File: src/rtl/hdmi_pkg.sv
// Shared TMDS constants, TERC4 table, ones counter and the one-hot period select type.
// Used by the lane encoders and the hdmi_tmds_encoder top.
package hdmi_pkg;

    localparam logic [9:0] CTL_TOKEN [4] = '{
        10'b1101010100, 10'b0010101011, 10'b0101010100, 10'b1010101011
    };

    localparam logic [9:0] VID_GUARD_CH0 = 10'b1011001100;
    localparam logic [9:0] VID_GUARD_CH1 = 10'b0100110011;
    localparam logic [9:0] VID_GUARD_CH2 = 10'b1011001100;
    localparam logic [9:0] DATA_GUARD    = 10'b0100110011;

    typedef enum logic [6:0] {
        PER_CTL    = 7'b0000001,
        PER_VPRE   = 7'b0000010,
        PER_DPRE   = 7'b0000100,
        PER_VGUARD = 7'b0001000,
        PER_DGUARD = 7'b0010000,
        PER_VIDEO  = 7'b0100000,
        PER_DATA   = 7'b1000000
    } period_t;

    function automatic logic [9:0] terc4(input logic [3:0] nib);
        logic [9:0] sym;
        case (nib)
            4'h0: sym = 10'b1010011100;
            4'h1: sym = 10'b1001100011;
            4'h2: sym = 10'b1011100100;
            4'h3: sym = 10'b1011100010;
            4'h4: sym = 10'b0101110001;
            4'h5: sym = 10'b0100011110;
            4'h6: sym = 10'b0110001110;
            4'h7: sym = 10'b0100111100;
            4'h8: sym = 10'b1011001100;
            4'h9: sym = 10'b0100111001;
            4'hA: sym = 10'b0110011100;
            4'hB: sym = 10'b1011000110;
            4'hC: sym = 10'b1010001110;
            4'hD: sym = 10'b1001110001;
            4'hE: sym = 10'b0101100011;
            default: sym = 10'b1011000011;
        endcase
        return sym;
    endfunction

    function automatic logic [3:0] ones8(input logic [7:0] v);
        logic [3:0] n;
        n = '0;
        for (int i = 0; i < 8; i++) n = n + {3'b000, v[i]};
        return n;
    endfunction

endpackage

File: src/rtl/tmds_lane_8b10b.sv
// One TMDS lane: transition-minimising q_m register (stage 1) and DC-balancing disparity stage.
// q is the combinational stage-2 video symbol; en=0 (non-video in stage 1) clears the disparity.
// No backpressure: one symbol per clock.
module tmds_lane_8b10b
    import hdmi_pkg::*;
#(
    parameter int DISP_W = 5
) (
    input  logic       clock,
    input  logic       reset,
    input  logic       en,
    input  logic [7:0] d,
    output logic [9:0] q
);

    logic [3:0] n1_d;
    logic       use_xnor;
    logic       acc;
    logic [8:0] qm;
    logic [8:0] qm_r;

    always_comb begin
        n1_d     = ones8(d);
        use_xnor = (n1_d > 4'd4) || ((n1_d == 4'd4) && !d[0]);
        acc      = d[0];
        qm       = '0;
        qm[0]    = d[0];
        for (int i = 1; i < 8; i++) begin
            acc   = use_xnor ? ~(acc ^ d[i]) : (acc ^ d[i]);
            qm[i] = acc;
        end
        qm[8] = ~use_xnor;
    end

    always_ff @(posedge clock or posedge reset) begin
        if (reset) qm_r <= '0;
        else       qm_r <= qm;
    end

    logic [3:0]               n1_q;
    logic [3:0]               n0_q;
    logic signed [DISP_W-1:0] diff;
    logic signed [DISP_W-1:0] two_qm8;
    logic signed [DISP_W-1:0] two_nqm8;
    logic signed [DISP_W-1:0] disp;
    logic signed [DISP_W-1:0] disp_nxt;

    always_comb begin
        n1_q     = ones8(qm_r[7:0]);
        n0_q     = 4'd8 - n1_q;
        diff     = DISP_W'({1'b0, n1_q}) - DISP_W'({1'b0, n0_q});
        two_qm8  = DISP_W'({qm_r[8], 1'b0});
        two_nqm8 = DISP_W'({~qm_r[8], 1'b0});
        q        = {1'b0, qm_r[8], qm_r[7:0]};
        disp_nxt = disp;
        if ((disp == '0) || (n1_q == n0_q)) begin
            q        = {~qm_r[8], qm_r[8], qm_r[8] ? qm_r[7:0] : ~qm_r[7:0]};
            disp_nxt = qm_r[8] ? (disp + diff) : (disp - diff);
        end else if ((!disp[DISP_W-1] && (n1_q > n0_q)) || (disp[DISP_W-1] && (n0_q > n1_q))) begin
            // running disparity already leans the same way as this word: invert it
            q        = {1'b1, qm_r[8], ~qm_r[7:0]};
            disp_nxt = disp + two_qm8 - diff;
        end else begin
            disp_nxt = disp - two_nqm8 + diff;
        end
    end

    always_ff @(posedge clock or posedge reset) begin
        if (reset)   disp <= '0;
        else if (en) disp <= disp_nxt;
        else         disp <= '0;
    end

endmodule

File: src/rtl/hdmi_tmds_encoder.sv
// Period-flag to TMDS symbol encoder for three lanes (ch0=B, ch1=G, ch2=R); data islands with HDMI_DATA_ISLAND_EN.
// Latency: fixed 2 cycles from inputs to tmds_chN for every period type, sync included.
// No backpressure: one symbol per lane every clock.
module hdmi_tmds_encoder
    import hdmi_pkg::*;
#(
    parameter int PIPE_STAGES = 2,
    parameter int DISP_W      = 5
) (
    input  logic        clock,
    input  logic        reset,
    input  logic        hsync,
    input  logic        vsync,
    input  logic        video_preamble,
    input  logic        video_guard,
    input  logic        video_period,
    input  logic [23:0] video_data,
    input  logic        data_preamble,
    input  logic        data_guard,
    input  logic        data_period,
    input  logic [8:0]  packet_data,
    input  logic        packet_start,
    output logic [9:0]  tmds_ch0,
    output logic [9:0]  tmds_ch1,
    output logic [9:0]  tmds_ch2
);

    if (PIPE_STAGES != 2) begin : g_pipe_check
        $error("hdmi_tmds_encoder: only PIPE_STAGES=2 is supported");
    end

    period_t period_d;
    period_t period_s1;
    logic    hsync_s1;
    logic    vsync_s1;

    always_comb begin
        period_d = PER_CTL;
        if (video_period)        period_d = PER_VIDEO;
        else if (video_guard)    period_d = PER_VGUARD;
`ifdef HDMI_DATA_ISLAND_EN
        else if (data_period)    period_d = PER_DATA;
        else if (data_guard)     period_d = PER_DGUARD;
`endif
        else if (video_preamble) period_d = PER_VPRE;
`ifdef HDMI_DATA_ISLAND_EN
        else if (data_preamble)  period_d = PER_DPRE;
`endif
    end

    always_ff @(posedge clock or posedge reset) begin
        if (reset) begin
            period_s1 <= PER_CTL;
            hsync_s1  <= 1'b0;
            vsync_s1  <= 1'b0;
        end else begin
            period_s1 <= period_d;
            hsync_s1  <= hsync;
            vsync_s1  <= vsync;
        end
    end

`ifdef HDMI_DATA_ISLAND_EN
    logic [8:0] packet_s1;
    logic       pstart_s1;

    always_ff @(posedge clock or posedge reset) begin
        if (reset) begin
            packet_s1 <= '0;
            pstart_s1 <= 1'b0;
        end else begin
            packet_s1 <= packet_data;
            pstart_s1 <= packet_start;
        end
    end
`else
    logic unused_data_island;
    assign unused_data_island = ^{data_preamble, data_guard, data_period, packet_data, packet_start};
`endif

    logic       vid_en;
    logic [9:0] vid_sym [3];

    assign vid_en = (period_s1 == PER_VIDEO);

    for (genvar g = 0; g < 3; g++) begin : g_lane
        tmds_lane_8b10b #(.DISP_W(DISP_W)) u_lane (
            .clock (clock),
            .reset (reset),
            .en    (vid_en),
            .d     (video_data[8*g +: 8]),
            .q     (vid_sym[g])
        );
    end

    logic [9:0] ch0_d;
    logic [9:0] ch1_d;
    logic [9:0] ch2_d;

    always_comb begin
        ch0_d = CTL_TOKEN[{vsync_s1, hsync_s1}];
        ch1_d = CTL_TOKEN[0];
        ch2_d = CTL_TOKEN[0];
        case (period_s1)
            PER_VIDEO: begin
                ch0_d = vid_sym[0];
                ch1_d = vid_sym[1];
                ch2_d = vid_sym[2];
            end
            PER_VGUARD: begin
                ch0_d = VID_GUARD_CH0;
                ch1_d = VID_GUARD_CH1;
                ch2_d = VID_GUARD_CH2;
            end
            // CTL[3:0]=0001: CTL0 set on lane 1
            PER_VPRE: ch1_d = CTL_TOKEN[1];
`ifdef HDMI_DATA_ISLAND_EN
            PER_DPRE: begin
                ch1_d = CTL_TOKEN[1];
                ch2_d = CTL_TOKEN[1];
            end
            PER_DGUARD: begin
                ch0_d = terc4({2'b11, vsync_s1, hsync_s1});
                ch1_d = DATA_GUARD;
                ch2_d = DATA_GUARD;
            end
            PER_DATA: begin
                ch0_d = terc4({~pstart_s1, packet_s1[0], vsync_s1, hsync_s1});
                ch1_d = terc4(packet_s1[4:1]);
                ch2_d = terc4(packet_s1[8:5]);
            end
`endif
            default: ;
        endcase
    end

    always_ff @(posedge clock or posedge reset) begin
        if (reset) begin
            tmds_ch0 <= CTL_TOKEN[0];
            tmds_ch1 <= CTL_TOKEN[0];
            tmds_ch2 <= CTL_TOKEN[0];
        end else begin
            tmds_ch0 <= ch0_d;
            tmds_ch1 <= ch1_d;
            tmds_ch2 <= ch2_d;
        end
    end

endmodule
File: config.mk
export PLATFORM = sky130hd
export DESIGN_NAME = hdmi_tmds_encoder
export DESIGN_NICKNAME = d
export VERILOG_FILES = /design/src/rtl/hdmi_pkg.sv /design/src/rtl/tmds_lane_8b10b.sv /design/src/rtl/hdmi_tmds_encoder.sv
export SDC_FILE = /design/constraint.sdc
export NUM_CORES = 1
export LEC_CHECK = 0
export ABC_CLOCK_PERIOD_IN_PS = 6000
export CAP_MARGIN = 40
export CORE_MARGIN = 2
export CORE_UTILIZATION = 40
export DETAILED_ROUTE_END_ITERATION = 12
export GPL_ROUTABILITY_DRIVEN = 0
export GPL_TIMING_DRIVEN = 0
export SYNTH_ARGS = -nofsm -noshare
export SYNTH_HDL_FRONTEND = slang
export SYNTH_SLANG_ARGS = --single-unit
File: constraint.sdc
create_clock -name clock -period 6 [get_ports clock]
set_clock_uncertainty 0.1 [all_clocks]
set_input_delay 0.6 -clock clock [delete_from_list [all_inputs] [get_ports clock]]
set_output_delay 0.6 -clock clock [all_outputs]
set_load 0.03 [all_outputs]
# Yosys cells after proc, flatten, opt, wreduce, memory -nomap -nowiden
# Cells that the tools add are included.
dict set report word_totals {
  reg_bits 81
  in_bits 44
  output_inout_bits 30
  word_cells 227
}
dict set report classes {
  addsub 66
  magnitude_cmp 10
  n_eq_ne 9
  mux 51
  bitwise 52
  reduce_logical 27
}
# operator count
set ops {}
lappend ops {{adder 4 x 1 -> 4 bit} 36}
lappend ops {{2-to-1 mux 10 bit} 8}
lappend ops {{2-to-1 mux 5 bit} 12}
lappend ops {{case mux 10 bit (2 select lines)} 2}
lappend ops {{adder 5 bit} 6}
lappend ops {{case mux 10 bit (3 select lines)} 1}
lappend ops {{subtractor 5 bit} 6}
lappend ops {{inverter 1 bit} 27}
lappend ops {{greater-than comparator 4 bit} 6}
lappend ops {{2-to-1 mux 8 bit} 3}
lappend ops {{inverter 8 bit} 3}
lappend ops {{2-to-1 mux 1 bit} 21}
lappend ops {{XOR 1 bit} 21}
lappend ops {{binary-select mux 10 bit (select 2 bit)} 1}
lappend ops {{adder 5 x 3 -> 5 bit} 3}
lappend ops {{zero test 5 bit} 3}
lappend ops {{subtractor 4 x 4 -> 5 bit} 3}
lappend ops {{subtractor 5 x 3 -> 5 bit} 3}
lappend ops {{adder 1 x 1 -> 2 bit} 6}
lappend ops {{equality test 4 x 3 -> 1 bit (second input constant)} 3}
lappend ops {{equality test 4 bit} 3}
lappend ops {{greater-than comparator 4 x 3 -> 1 bit (second input constant)} 3}
lappend ops {{subtractor 4 bit (first input constant)} 3}
lappend ops {{logical AND 1 bit} 9}
lappend ops {{10 further kinds} 23}

# Depth between registers and ports, before layout
dict set report logic_depth {
  word_depth 29
  ltp_mapped 21
  depth_no_buf 21
}

# Modules after synthesis
# A second synthesis with hierarchy kept.
dict set report hier_totals {
  cells_unflattened 700
  area_unflattened_um2 6746.5
}
# module instances cells_per_inst area_each_um2 seq_area_each_um2
set by_module_without_submodules {}
lappend by_module_without_submodules {{tmds_lane_8b10b at g_lane[2].u_lane} 1 193 1809.2 350.3}
lappend by_module_without_submodules {{tmds_lane_8b10b at g_lane[0].u_lane} 1 197 1788.0 350.3}
lappend by_module_without_submodules {{tmds_lane_8b10b at g_lane[1].u_lane} 1 187 1726.7 350.3}
lappend by_module_without_submodules {hdmi_tmds_encoder 1 123 1422.6 920.9}

# Worst setup path after synthesis
# Ideal clock, no wire load.
dict set report synth_path {
  path_type {register -> register}
  start {reg g_lane[1].u_lane.qm_r[0]}
  end {reg g_lane[1].u_lane.disp[4]}
  setup_time_ns 0.128
  arrival_time_ns 5.310
  required_time_ns 5.772
  slack_ns 0.462
  stages_incl_launch_ff 21
  n_path_buf 1
  synth_period_minus_slack_ns 5.538
  path_cell_list {dfrtp_1 ha_1 inv_1 fa_1 fa_1 fa_1 fa_1 clkbuf_1 nand2_1 ha_1 inv_1 o21ai_0 a21oi_1 xor2_1 ha_1 o21a_1 nor2_1 nor4b_1 a41o_1 a221oi_2 nand3_1}
}
dict set report synth_via {
  elab_chain_cells 14
  elab_cells_between_ends 24
  cone_classes {add/sub (13); order compare (2); eq/ne (1); mux (4); reduce/logical (4)}
}
# element line_no
set synth_lines {}
lappend synth_lines {{from (decl)} tmds_lane_8b10b.sv:20} ;# logic [8:0] qm_r;
lappend synth_lines {{from (signal assigned)} tmds_lane_8b10b.sv:37} ;# else qm_r <= qm;
lappend synth_lines {{adder 1 x 1 -> 2 bit *} hdmi_pkg.sv:50} ;# for (int i = 0; i < 8; i++) n = n + {3'b000, v[i]};
lappend synth_lines {{adder 4 x 1 -> 4 bit * (6 in series)} hdmi_pkg.sv:50}
lappend synth_lines {{parallel branches: the longest is 5 deep, another holds subtractor 4 x 4 -> 5 bit} -}
lappend synth_lines {{2-to-1 mux 5 bit *} tmds_lane_8b10b.sv:56} ;# if ((disp == '0) || (n1_q == n0_q)) begin
lappend synth_lines {{2-to-1 mux 5 bit *} tmds_lane_8b10b.sv:70} ;# else if (en) disp <= disp_nxt;
lappend synth_lines {{to (signal assigned)} tmds_lane_8b10b.sv:70}
lappend synth_lines {{to (decl)} tmds_lane_8b10b.sv:45} ;# logic signed [DISP_W-1:0] disp;
# Every way passes the cells marked *.

# Worst setup path in the final report
dict set report layout_path {
  start {reg g_lane[0].u_lane.qm_r[0]}
  end {reg g_lane[0].u_lane.disp[4]}
}
dict set report layout_via {
  elab_chain_cells 14
  elab_cells_between_ends 24
  cone_classes {add/sub (13); order compare (2); eq/ne (1); mux (4); reduce/logical (4)}
}
# element line_no
set layout_lines {}
lappend layout_lines {{from (decl)} tmds_lane_8b10b.sv:20}
lappend layout_lines {{from (signal assigned)} tmds_lane_8b10b.sv:37}
lappend layout_lines {{adder 1 x 1 -> 2 bit *} hdmi_pkg.sv:50}
lappend layout_lines {{adder 4 x 1 -> 4 bit * (6 in series)} hdmi_pkg.sv:50}
lappend layout_lines {{parallel branches: the longest is 5 deep, another holds subtractor 4 x 4 -> 5 bit} -}
lappend layout_lines {{2-to-1 mux 5 bit *} tmds_lane_8b10b.sv:56}
lappend layout_lines {{2-to-1 mux 5 bit *} tmds_lane_8b10b.sv:70}
lappend layout_lines {{to (signal assigned)} tmds_lane_8b10b.sv:70}
lappend layout_lines {{to (decl)} tmds_lane_8b10b.sv:45}
# Marked as above.

==> impl_results.md <==
- Run status: completed
- Met3 usage in global routing: under 10%
- Relative slew slack: 52.45%
- Post-detailed-route via-to-cell ratio: 5.025
- Yosys cell types: 64
- EDFF count, synth: 0
- Data arrival time of the worst path: roughly 5800 ps
- Hold buffers post-CTS: 0
- Number of port buffers: 60
- Leading cell type in the layout, fill and taps excluded: sky130_fd_sc_hd__inv_1
- Critical Path Start Type: flip-flop
- Crit Path Category: reg2reg
- Final Routed Wirelength: 13.10 mm
- Per-instance average area after synthesis: roughly 10 um^2
- Number of placement rows: 45
- Post-synthesis cell area: 6200 um^2
- Post-layout min period: between 5000 and 6000 ps
- Leading cell types in the layout, fill and taps excluded: sky130_fd_sc_hd__inv_1, sky130_fd_sc_hd__xnor2_1, sky130_fd_sc_hd__dfrtp_1
- Global-route usage over all layers: 17.31%
- Family of cells with the greatest summed delay on the critical path: adder cells
- Largest driver fanout on the critical path: 10
- Actual slew at the worst max-slew pin: 707.7 ps
- # Max-Cap Violations: 0
- Maximum number of pins on one net before global-route repair: 60
- CORE AREA: 15150 um^2
- Setup repair after global routing missed its margin: false
- Total area of multi-input combinational cells: 3797 um^2
- Most used flip-flop cell after synthesis: sky130_fd_sc_hd__dfrtp_1
- Chain of cells forming the critical path: ha_1 -> inv_1 -> fa_1 -> fa_1 -> fa_1 -> fa_1 -> clkbuf_2 -> nand2_1 -> ha_2 -> nand2b_1 -> a21oi_1 -> nor2_1 -> xnor2_1 -> ha_1 -> a21oi_1 -> xor2_1 -> nor2_1 -> a221oi_2 -> mux2i_1
- Met2 GRT Util: about 30%
- Most used routing layer: met2
- GRT overflow: 0
- Sink count of the clock tree: 78
- Count of final setup violators: 0
- Ratio of cells with drive above 1 in the final layout: between 10% and 20%
- Final Hold Violating Endpoints: 0
- Area grow syn2layout: 20.59%
- Maximum clock frequency: approximately 180 MHz
- Clock latency at the later pin of the worst-skew pair: 340 ps
- Slowest stage cell on the critical path: sky130_fd_sc_hd__fa_1
- Number of nets with antenna violations after routing: 0
- Min-Delay Path Class: reg2reg
- Antenna Cells: 0
- I/O pin count: 74
- Number of synthesized register bits: 78
- Total CTS buffers: 9
- Vias: 4457
- Net count, final: 833
- Detailed-router iteration count before antenna repair: 4
- Crit-path most repeated cell: sky130_fd_sc_hd__fa_1
- DRC errors left: 0
- Clock root buffer: sky130_fd_sc_hd__clkbuf_16
- DIE WIDTH: 128.5 um
- Stage delay of the slowest cell on the critical path: 610 ps
- Number of placed instances with taps included: between 800 and 900
- Starting utilization of the core area: 40.93%
- Clock slew seen by the registers of the worst setup and hold paths: 60 ps
- Dpl cell area: about 7100 um^2
- Detailed-placement wirelength estimate: roughly 10 mm
- Final instance area: 7476 um^2
- Height of the chip: 128.5 um
- Proportion of register bits with asynchronous set or reset after synthesis: 100.0%
- Clock tree from TritonCTS: built
- Post-DR wirelength/cell: around 15 um
- Antenna violations before repair: 0
- Final cycle utilization of the critical path: 94.18%
- Wire length of the first global-routing pass: 22.61 mm
- Element type at the critical path end: flip-flop
- Fill cell count: 1400
- Proportion of synthesized chip area in sequential cells: 31.81%
- Register cell area after layout: 1972 um^2
- Fraction of the core area covered by cells at the end of the flow: between 40 and 50%
- Count of final max-slew check failures: 0
- Syn Inst Count: 619
- Worst Path Required: 6160 ps
- Nets in the synthesized netlist: 758
- Number of global-route vias before repair: 4805
- Number of warnings reported in the yosys synthesis log: 0
- Area of the die: 16510 um^2
- Buf+Inv Stages, Crit Path: 2
- Met1 track demand over resource in global routing: 21.51%
- Longest Clk Path Bufs: 2
- H-tree depth: 3
- Worst-case hold slack: 392.6 ps
- DRT iter0 DRCs: 222
- Final std cells w/o fill: 887
## through the flow
stage	setup slack [ps]	setup TNS, ps
4_1_cts	6.289	0
5_1_grt	7.166	0
3_5_place_dp	-132.9	-177.9
3_3_place_gp	-96.59	-96.59
2_1_floorplan	462.1	0
6_report	348.9	0
## sequential cells by signal, summed over array words and instances (netlist names)
register,count
g_lane.u_lane.qm_r,27
vsync_s1,1
hsync_s1,1
tmds_ch1,10
tmds_ch2,10
tmds_ch0,10
g_lane.u_lane.disp,15
period_s1,4
## routing by layer
layer | vias up | share of wire, %
li1 | 2168 | -
met1 | 2203 | 43
met2 | 73 | 50
met3 | 13 | 5.2
met4 | 0 | 1.6
met5 | - | 0
## logic make-up (layout without fill, tap and decap cells)
group	Yosys count	count (layout)	share of synthesized area, %
adder cells (fa/ha/maj)	95	95	23.90
AO/OA/AOI/OAI	104	104	11.18
flip-flops	78	78	31.81
buffers and inverters	124	204	7.730
multiplexers	17	17	3.027
XOR/XNOR	86	86	12.67
AND/OR/NAND/NOR	115	115	9.688
## final timing paths
path / startpoint / to / slack (ps) / cells past startpoint
max in group asynchronous: reset / tmds_ch1[6] / 4700 / 3
min in group asynchronous: reset / tmds_ch2[5] / 460 / 2
worst min register to register: g_lane[0].u_lane.disp[0] / g_lane[0].u_lane.disp[0] / 390 / 1
worst max register to register: g_lane[0].u_lane.qm_r[0] / g_lane[0].u_lane.disp[4] / 350 / 19
worst min-delay path: g_lane[0].u_lane.disp[0] / g_lane[0].u_lane.disp[0] / 390 / 1
worst max-delay path: g_lane[0].u_lane.qm_r[0] / g_lane[0].u_lane.disp[4] / 350 / 19
## synthesized netlist by cell type (all sizes together) (4+ instances only)
cell type  instances  share of area, %
nor2              35               2.1
fa                39                13
nor2b              6              0.61
inv              107               6.5
nor3              10              0.81
buf                4              0.46
o21ai             24               1.9
dfstp             16               6.8
xnor2             68               9.6
mux2               4              0.73
nor3b              7              0.85
nand2             19               1.2
nand3              5              0.40
mux2i             13               2.3
a211oi             8              0.97
a21o              10               1.2
or2                7              0.71
a31oi              7              0.71
dfrtp             62                25
and2               4              0.40
clkbuf            13              0.79
ha                56                11
a21oi             30               2.7
xor2              17               2.6
## area by class of cell
cell class,instances,area share [%]
multi-input cells,417,50.79
flip-flops and latches,78,26.38
repair buffers,66,8.921
inverters,107,5.406
clock buffers,11,3.247
well taps,188,3.146
clock inverters,5,1.105
plain buffers,15,1.004
## timing repair
item                                    4_1_cts  5_1_grt
endpoints found under the setup margin        2        3
resized for setup                             3       13
pin swaps                                     0        2
buffers inserted                              0        3
Power is not shown: default switching activity piles up to over one toggle a cycle in this logic, so the estimate is an artifact.
